### src/rtl/fb_rect_fill.sv
// fb_rect_fill: rectangle-fill write engine for the 280x192 24-bit framebuffer.
// Latency: first fb_we two cycles after the handshake edge; done/err one cycle after the last write.
// Backpressure: stall freezes the raster walk with no write lost; cmd_ready is low from accept until back in IDLE.
//
// Ports: CLOCK_50/reset (async, active-low); cmd_valid/cmd_ready handshake with
// cmd_x/cmd_y/cmd_w/cmd_h/cmd_color; stall holds writes; busy/done/err status;
// fb_d/fb_adr_w/fb_we/fb_w_clk drive the framebuffer RAM write port.
// Optional macro FB_RECT_FILL_CLIP_EN: when defined, off-screen rectangles are
// clipped and err is tied low; when undefined, they are rejected with an err pulse.
module fb_rect_fill #(
  parameter int FB_WIDTH  = 280,
  parameter int FB_HEIGHT = 192,
  parameter int ADDR_W    = 16,
  parameter int DATA_W    = 24
) (
  input  logic              CLOCK_50,
  input  logic              reset,
  input  logic              cmd_valid,
  output logic              cmd_ready,
  input  logic [8:0]        cmd_x,
  input  logic [7:0]        cmd_y,
  input  logic [8:0]        cmd_w,
  input  logic [7:0]        cmd_h,
  input  logic [DATA_W-1:0] cmd_color,
  input  logic              stall,
  output logic              busy,
  output logic              done,
  output logic              err,
  output logic [DATA_W-1:0] fb_d,
  output logic [ADDR_W-1:0] fb_adr_w,
  output logic              fb_we,
  output logic              fb_w_clk
);

  // One spare address bit so an overflow shows up instead of aliasing.
  localparam int AW1 = ADDR_W + 1;
  localparam logic [9:0]     W10    = 10'(FB_WIDTH);
  localparam logic [8:0]     H9     = 9'(FB_HEIGHT);
  localparam logic [AW1-1:0] STRIDE = AW1'(FB_WIDTH);

  typedef enum logic [1:0] {IDLE, SETUP, FILL, FIN} state_t;
  state_t state, state_nxt;

  logic [8:0]        x_q, w_q;
  logic [7:0]        y_q, h_q;
  logic [DATA_W-1:0] color_q;
  logic [8:0]        col, col_end;
  logic [7:0]        row_left;
  logic [AW1-1:0]    row_base;

  logic [9:0]     x_ext, w_ext, room_x;
  logic [8:0]     y_ext, h_ext, room_y;
  logic [8:0]     cw;
  logic [7:0]     ch;
  logic           zero_area, go_fill, last_px;
  logic [AW1-1:0] wr_addr;
`ifndef FB_RECT_FILL_CLIP_EN
  logic           oob, rej_q;
`endif

  assign fb_w_clk = CLOCK_50;

  // Extents seen from SETUP; widened so x+w and y+h cannot overflow.
  always_comb begin
    x_ext     = {1'b0, x_q};
    w_ext     = {1'b0, w_q};
    y_ext     = {1'b0, y_q};
    h_ext     = {1'b0, h_q};
    room_x    = W10 - x_ext;  // meaningful only when x is on-screen
    room_y    = H9 - y_ext;
    cw        = 9'((w_ext < room_x) ? w_ext : room_x);
    ch        = 8'((h_ext < room_y) ? h_ext : room_y);
    zero_area = (x_ext >= W10) || (y_ext >= H9) || (w_q == '0) || (h_q == '0);
`ifdef FB_RECT_FILL_CLIP_EN
    go_fill   = !zero_area;
`else
    oob       = ((x_ext + w_ext) > W10) || ((y_ext + h_ext) > H9);
    go_fill   = !zero_area && !oob;
`endif
    last_px   = (col == col_end) && (row_left == '0);
    wr_addr   = row_base + AW1'(col);
  end

  always_comb begin
    state_nxt = state;
    case (state)
      IDLE:    if (cmd_valid && cmd_ready) state_nxt = SETUP;
      SETUP:   state_nxt = go_fill ? FILL : FIN;
      FILL:    if (!stall && last_px) state_nxt = FIN;
      FIN:     state_nxt = IDLE;
      default: state_nxt = IDLE;
    endcase
  end

  always_ff @(posedge CLOCK_50 or negedge reset) begin
    if (!reset) state <= IDLE;
    else        state <= state_nxt;
  end

  // Outputs are registered, so they trail the state by one cycle: done shows
  // in the cycle after the last write, cmd_ready the cycle after that.
  always_ff @(posedge CLOCK_50 or negedge reset) begin
    if (!reset) begin
      cmd_ready <= 1'b0;
      busy      <= 1'b0;
      done      <= 1'b0;
      fb_we     <= 1'b0;
      fb_adr_w  <= '0;
      fb_d      <= '0;
      x_q       <= '0;
      y_q       <= '0;
      w_q       <= '0;
      h_q       <= '0;
      color_q   <= '0;
      col       <= '0;
      col_end   <= '0;
      row_left  <= '0;
      row_base  <= '0;
`ifndef FB_RECT_FILL_CLIP_EN
      err       <= 1'b0;
      rej_q     <= 1'b0;
`endif
    end else begin
      fb_we <= 1'b0;
      done  <= 1'b0;
`ifndef FB_RECT_FILL_CLIP_EN
      err   <= 1'b0;
`endif
      case (state)
        IDLE: begin
          if (cmd_valid && cmd_ready) begin
            x_q       <= cmd_x;
            y_q       <= cmd_y;
            w_q       <= cmd_w;
            h_q       <= cmd_h;
            color_q   <= cmd_color;
            cmd_ready <= 1'b0;
            busy      <= 1'b1;
          end else begin
            cmd_ready <= 1'b1;
          end
        end
        SETUP: begin
          col      <= x_q;
          col_end  <= x_q + cw - 9'd1;
          row_left <= ch - 8'd1;
          row_base <= AW1'(y_q) * STRIDE;  // the only multiply per command
`ifndef FB_RECT_FILL_CLIP_EN
          rej_q    <= !zero_area && oob;
`endif
        end
        FILL: begin
          if (!stall) begin
            // An address past the RAM is dropped rather than wrapped.
            fb_we    <= !wr_addr[ADDR_W];
            fb_adr_w <= wr_addr[ADDR_W-1:0];
            fb_d     <= color_q;
            if (col == col_end) begin
              col      <= x_q;
              row_base <= row_base + STRIDE;
              row_left <= row_left - 8'd1;
            end else begin
              col <= col + 9'd1;
            end
          end
        end
        FIN: begin
          busy <= 1'b0;
`ifdef FB_RECT_FILL_CLIP_EN
          done <= 1'b1;
`else
          if (rej_q) err  <= 1'b1;
          else       done <= 1'b1;
`endif
        end
        default: ;
      endcase
    end
  end

`ifdef FB_RECT_FILL_CLIP_EN
  assign err = 1'b0;
`endif

endmodule

### config.mk
export PLATFORM = sky130hd
export DESIGN_NAME = fb_rect_fill
export DESIGN_NICKNAME = d
export VERILOG_FILES = /design/src/rtl/fb_rect_fill.sv
export SDC_FILE = /design/constraint.sdc
export NUM_CORES = 1
export LEC_CHECK = 0
export ABC_AREA = 1
export CORE_MARGIN = 2
export CORE_UTILIZATION = 30
export DETAILED_ROUTE_END_ITERATION = 6
export DONT_BUFFER_PORTS = 1
export PLACE_DENSITY = 0.52
export SLEW_MARGIN = 20
export SYNTH_ARGS = -nofsm -noshare
export SYNTH_HDL_FRONTEND = slang
export SYNTH_SLANG_ARGS = --single-unit
### constraint.sdc
create_clock -name CLOCK_50 -period 7.4 [get_ports CLOCK_50]
set_input_delay 1.48 -clock CLOCK_50 [delete_from_list [all_inputs] [get_ports CLOCK_50]]
set_output_delay 1.48 -clock CLOCK_50 [all_outputs]
set_load 0.1 [all_outputs]
== Word level (Yosys, flattened, before mapping) ==
Index checks and enable logic that the tools add are counted.

* Flip-flop bits (word level): 149
* Input bits: 62
* Output and inout bits: 46
* Word-level logic and storage cells: 94

* Add/subtract/negate cells: 11
* Multipliers: 1
* $lt $le $gt $ge: 6
* Equal/unequal tests: 8
* Mux-type cells: 24
* Bitwise operators: 1
* Reductions and logical operators: 25

{| class="wikitable"
|+ Operator list
! kind !! number
|-
| $mux 17 || 2
|-
| $pmux 17 s2 || 1
|-
| $mux 9 || 3
|-
| $mux 8 || 3
|-
| $pmux 9 s2 || 1
|-
| $add 17x9->17 || 1
|-
| $add 17x9->17 const B || 1
|-
| $logic_not 8->1 || 2
|-
| $pmux 8 s2 || 1
|-
| $sub 8x1->8 const B || 2
|-
| $mul 8x6->14 const B || 1
|-
| $add 9x9->10 || 1
|-
| $gt 10x9->1 const B || 1
|-
| $lt 9x10->1 || 1
|-
| $reduce_and 2->1 || 5
|-
| $sub 9x9->10 const A || 1
|-
| $add 8x8->9 || 1
|-
| $add 9x1->9 const B || 1
|-
| $add 9x9->9 || 1
|-
| $eq 9x9->1 || 1
|-
| $ge 9x9->1 const B || 1
|-
| $gt 9x8->1 const B || 1
|-
| $logic_not 9->1 || 1
|-
| $lt 8x9->1 || 1
|-
| other kinds (17) || 41
|}

== Logic depth before layout (Yosys ltp) ==
* Depth in word-level cells: 8
* Gate-level depth with buffers: 27

==> results.toml <==
[status]
status = "complete, no violations"

[floorplan]
fp.dieArea_mm2 = 0.03325
ios = 108
start_util = 0.3032
fp-row-count = 65
die_y_um = 182.4
coreArea_mm2 = 0.03147
die_w_um = 182.4

[logic_synthesis]
netlist_area_mm2 = 0.009543
seq_area_frac_synth = 0.3829
synth_top_area_share = 0.3829
synth_top_area_cell = "dfrtp_1"
yosys_warnings = 0
syn_inst = 1259
synth_nets = 1421
synthDistinctLibCells = 48
syn_area_per_cell_um2 = 7.580
ys_ff_latch = 146
synth_area_leaders = "dfrtp_1, nand2_1, ha_1"

[critical_path]
required_ns = 5.92
path_class = "clk -> out"
cp-start-kind = "clock port"
critPathMaxFanout = 2
cp-end-kind = "output pin"
critPathArrivalTime_ns = 3.70

[clock_tree]
clock_path_buffers = 2
htree_levels = 4
clock-sinks = 146
cts_setup_buffers = 0
cts_made_buffers = 17
cts_resized = 0
clk_pin_slew_ns = 0.07
clk_root_buffer_cell = "clkbuf_16"
cts_tree = "built"
clkLatencyLatePin_ns = 0.44
holdBufCountCts = 0

[drt]
via_count = 7782
route.detailed.wl_per_inst_um = 14.54
first_iter_violations = 507
drt-vias-per-instance = 4.677
routed_wl_um = 24200
drcViolationCount = 0
postRouteAntennaNets = 0
drt_pass1_iterations = 5

[power_and_ir_drop]
peakVddDrop_v = 0.0001142
powerDensity_mw_per_mm2 = 204.5
p_leak_uw = 0.005613

[cells_and_area]
fillers = 3286
final_util = 0.3335
area_growth_pct = 9.978
layout_common_cells = "nand2_1, dfrtp_1, inv_1"
final_common_cell = "nand2_1"
layout-drive-gt1-share = 0.05230
final_nets = 1411
diodes = 0

[timing]
finalSetupViolCount = 0
worst_pin_slew_ns = 1.018
rsz0062_at_grt = "false"
slew_viol_final = 0
hold_viol_final = 0
max-slew-margin-rel = 0.3210
fin_tns_setup_ns = 0
hold-worst-slack_ns = 0.4726
finClkSkew_ns = 0.01058

[global_route]
antenna_found_initial = 0
grt_first_pass_wirelength_um = 40290
track_usage = 0.1522
grt_pass1_vias = 7638
grt_overflow = 0
grt_max_degree = 147

[placed_design]
gp_congestion = 0.8326
numPortBuffers = 0
dpl.hpwl_um = 17920

[worst_hold_path]
min-delay-path-class = "reg -> reg"

[job]
cap_violations = 0
## Yosys cell counts (all sizes together)
master / count
buf: 10
o22a: 1
or2: 6
xnor2: 7
nand3b: 4
ha: 93
a211o: 1
dfrtp: 146
a32oi: 1
o211ai: 7
nand4: 12
o221ai: 1
o22ai: 3
a21oi: 43
nor3: 16
a41oi: 1
o31ai: 1
nand3: 71
a31oi: 10
clkbuf: 24
fa: 7
xor2: 34
a22oi: 5
o21bai: 2
o31a: 1
a211oi: 1
a21o: 3
a21boi: 1
nor2: 65
and3: 1
nor4: 4
nand2: 438
o21ai: 87
inv: 152
## sequential cells by signal, summed over array words and instances (netlist names), 2 cells and up
| name | flops |
|---|---|
| col | 9 |
| col_end | 9 |
| color_q | 24 |
| fb_adr_w | 16 |
| fb_d | 24 |
| h_q | 8 |
| row_base | 14 |
| row_left | 8 |
| state | 2 |
| w_q | 9 |
| x_q | 9 |
| y_q | 8 |
## power breakdown
group / total [uW] / switching [uW] / internal (uW) / leakage, uW
Combinational: 200 / 116 / 84.7 / 0.00354
Clock: 835 / 372 / 464 / 0.000269
Sequential: 1110 / 267 / 844 / 0.00181
Total: 2150 / 755 / 1390 / 0.00561
## metrics by stage
step,std cells,instance area (um2),total power (uW),setup slack (ns)
2_1_floorplan,1259,9543,1319,2.008
3_3_place_gp,1632,9930,1328,2.220
3_5_place_dp,1632,9930,1331,2.220
4_1_cts,1664,10500,2177,2.218
5_1_grt,1664,10500,2252,2.218
6_report,1664,10500,2146,2.218
## cell families (layout without fill, tap and decap cells)
family                     count (synthesis)  in the layout  synth area share
AOI/OAI and AO/OA                        169            169           0.09860
xor gates and xnor gates                  41             41           0.03763
adders and majority gates                100            100            0.1366
buffers and inverters                    186            189           0.07618
DFF                                      146            146            0.3828
and+or+nand+nor                          617            617            0.2681
## cell type report
cell class	instances	area [um2]	area share
Multi-Input combinational cell	927	5162	0.4919
Sequential cell	146	3654	0.3481
Inverter	152	573.1	0.05460
Tap cell	402	503.0	0.04793
Clock buffer	21	470.5	0.04483
Clock inverter	11	95.09	0.009061
Timing Repair Buffer	5	37.54	0.003577
## metal layers
metal | wire length [um] | share of wire | vias to the layer above | GRT usage
met5 | 0 | 0 | - | 0
li1 | - | - | 4034 | -
met4 | 250 | 0.010 | 0 | 0.04194
met2 | 10630 | 0.44 | 139 | 0.2313
met3 | 1150 | 0.048 | 19 | 0.04031
met1 | 12160 | 0.50 | 3590 | 0.2132
## worst paths after layout
| path | from | end | slack (ns) | cells past startpoint |
|---|---|---|---|---|
| max in group asynchronous | reset | x_q[1]$_DFFE_PN0P_ | 6.37 | 0 |
| worst max-delay path | CLOCK_50 | fb_w_clk | 2.22 | 0 |
| worst min-delay path | color_q[5]$_DFFE_PN0P_ | fb_d[5]$_DFFE_PN0P_ | 0.47 | 2 |
| worst min register to register | color_q[5]$_DFFE_PN0P_ | fb_d[5]$_DFFE_PN0P_ | 0.47 | 2 |
| min in group asynchronous | reset | fb_d[3]$_DFFE_PN0P_ | 0.74 | 0 |
| worst max register to register | x_q[1]$_DFFE_PN0P_ | col_end[7]$_DFFE_PN0P_ | 2.81 | 25 |
Note: power is estimated with default switching activity, not from simulation.
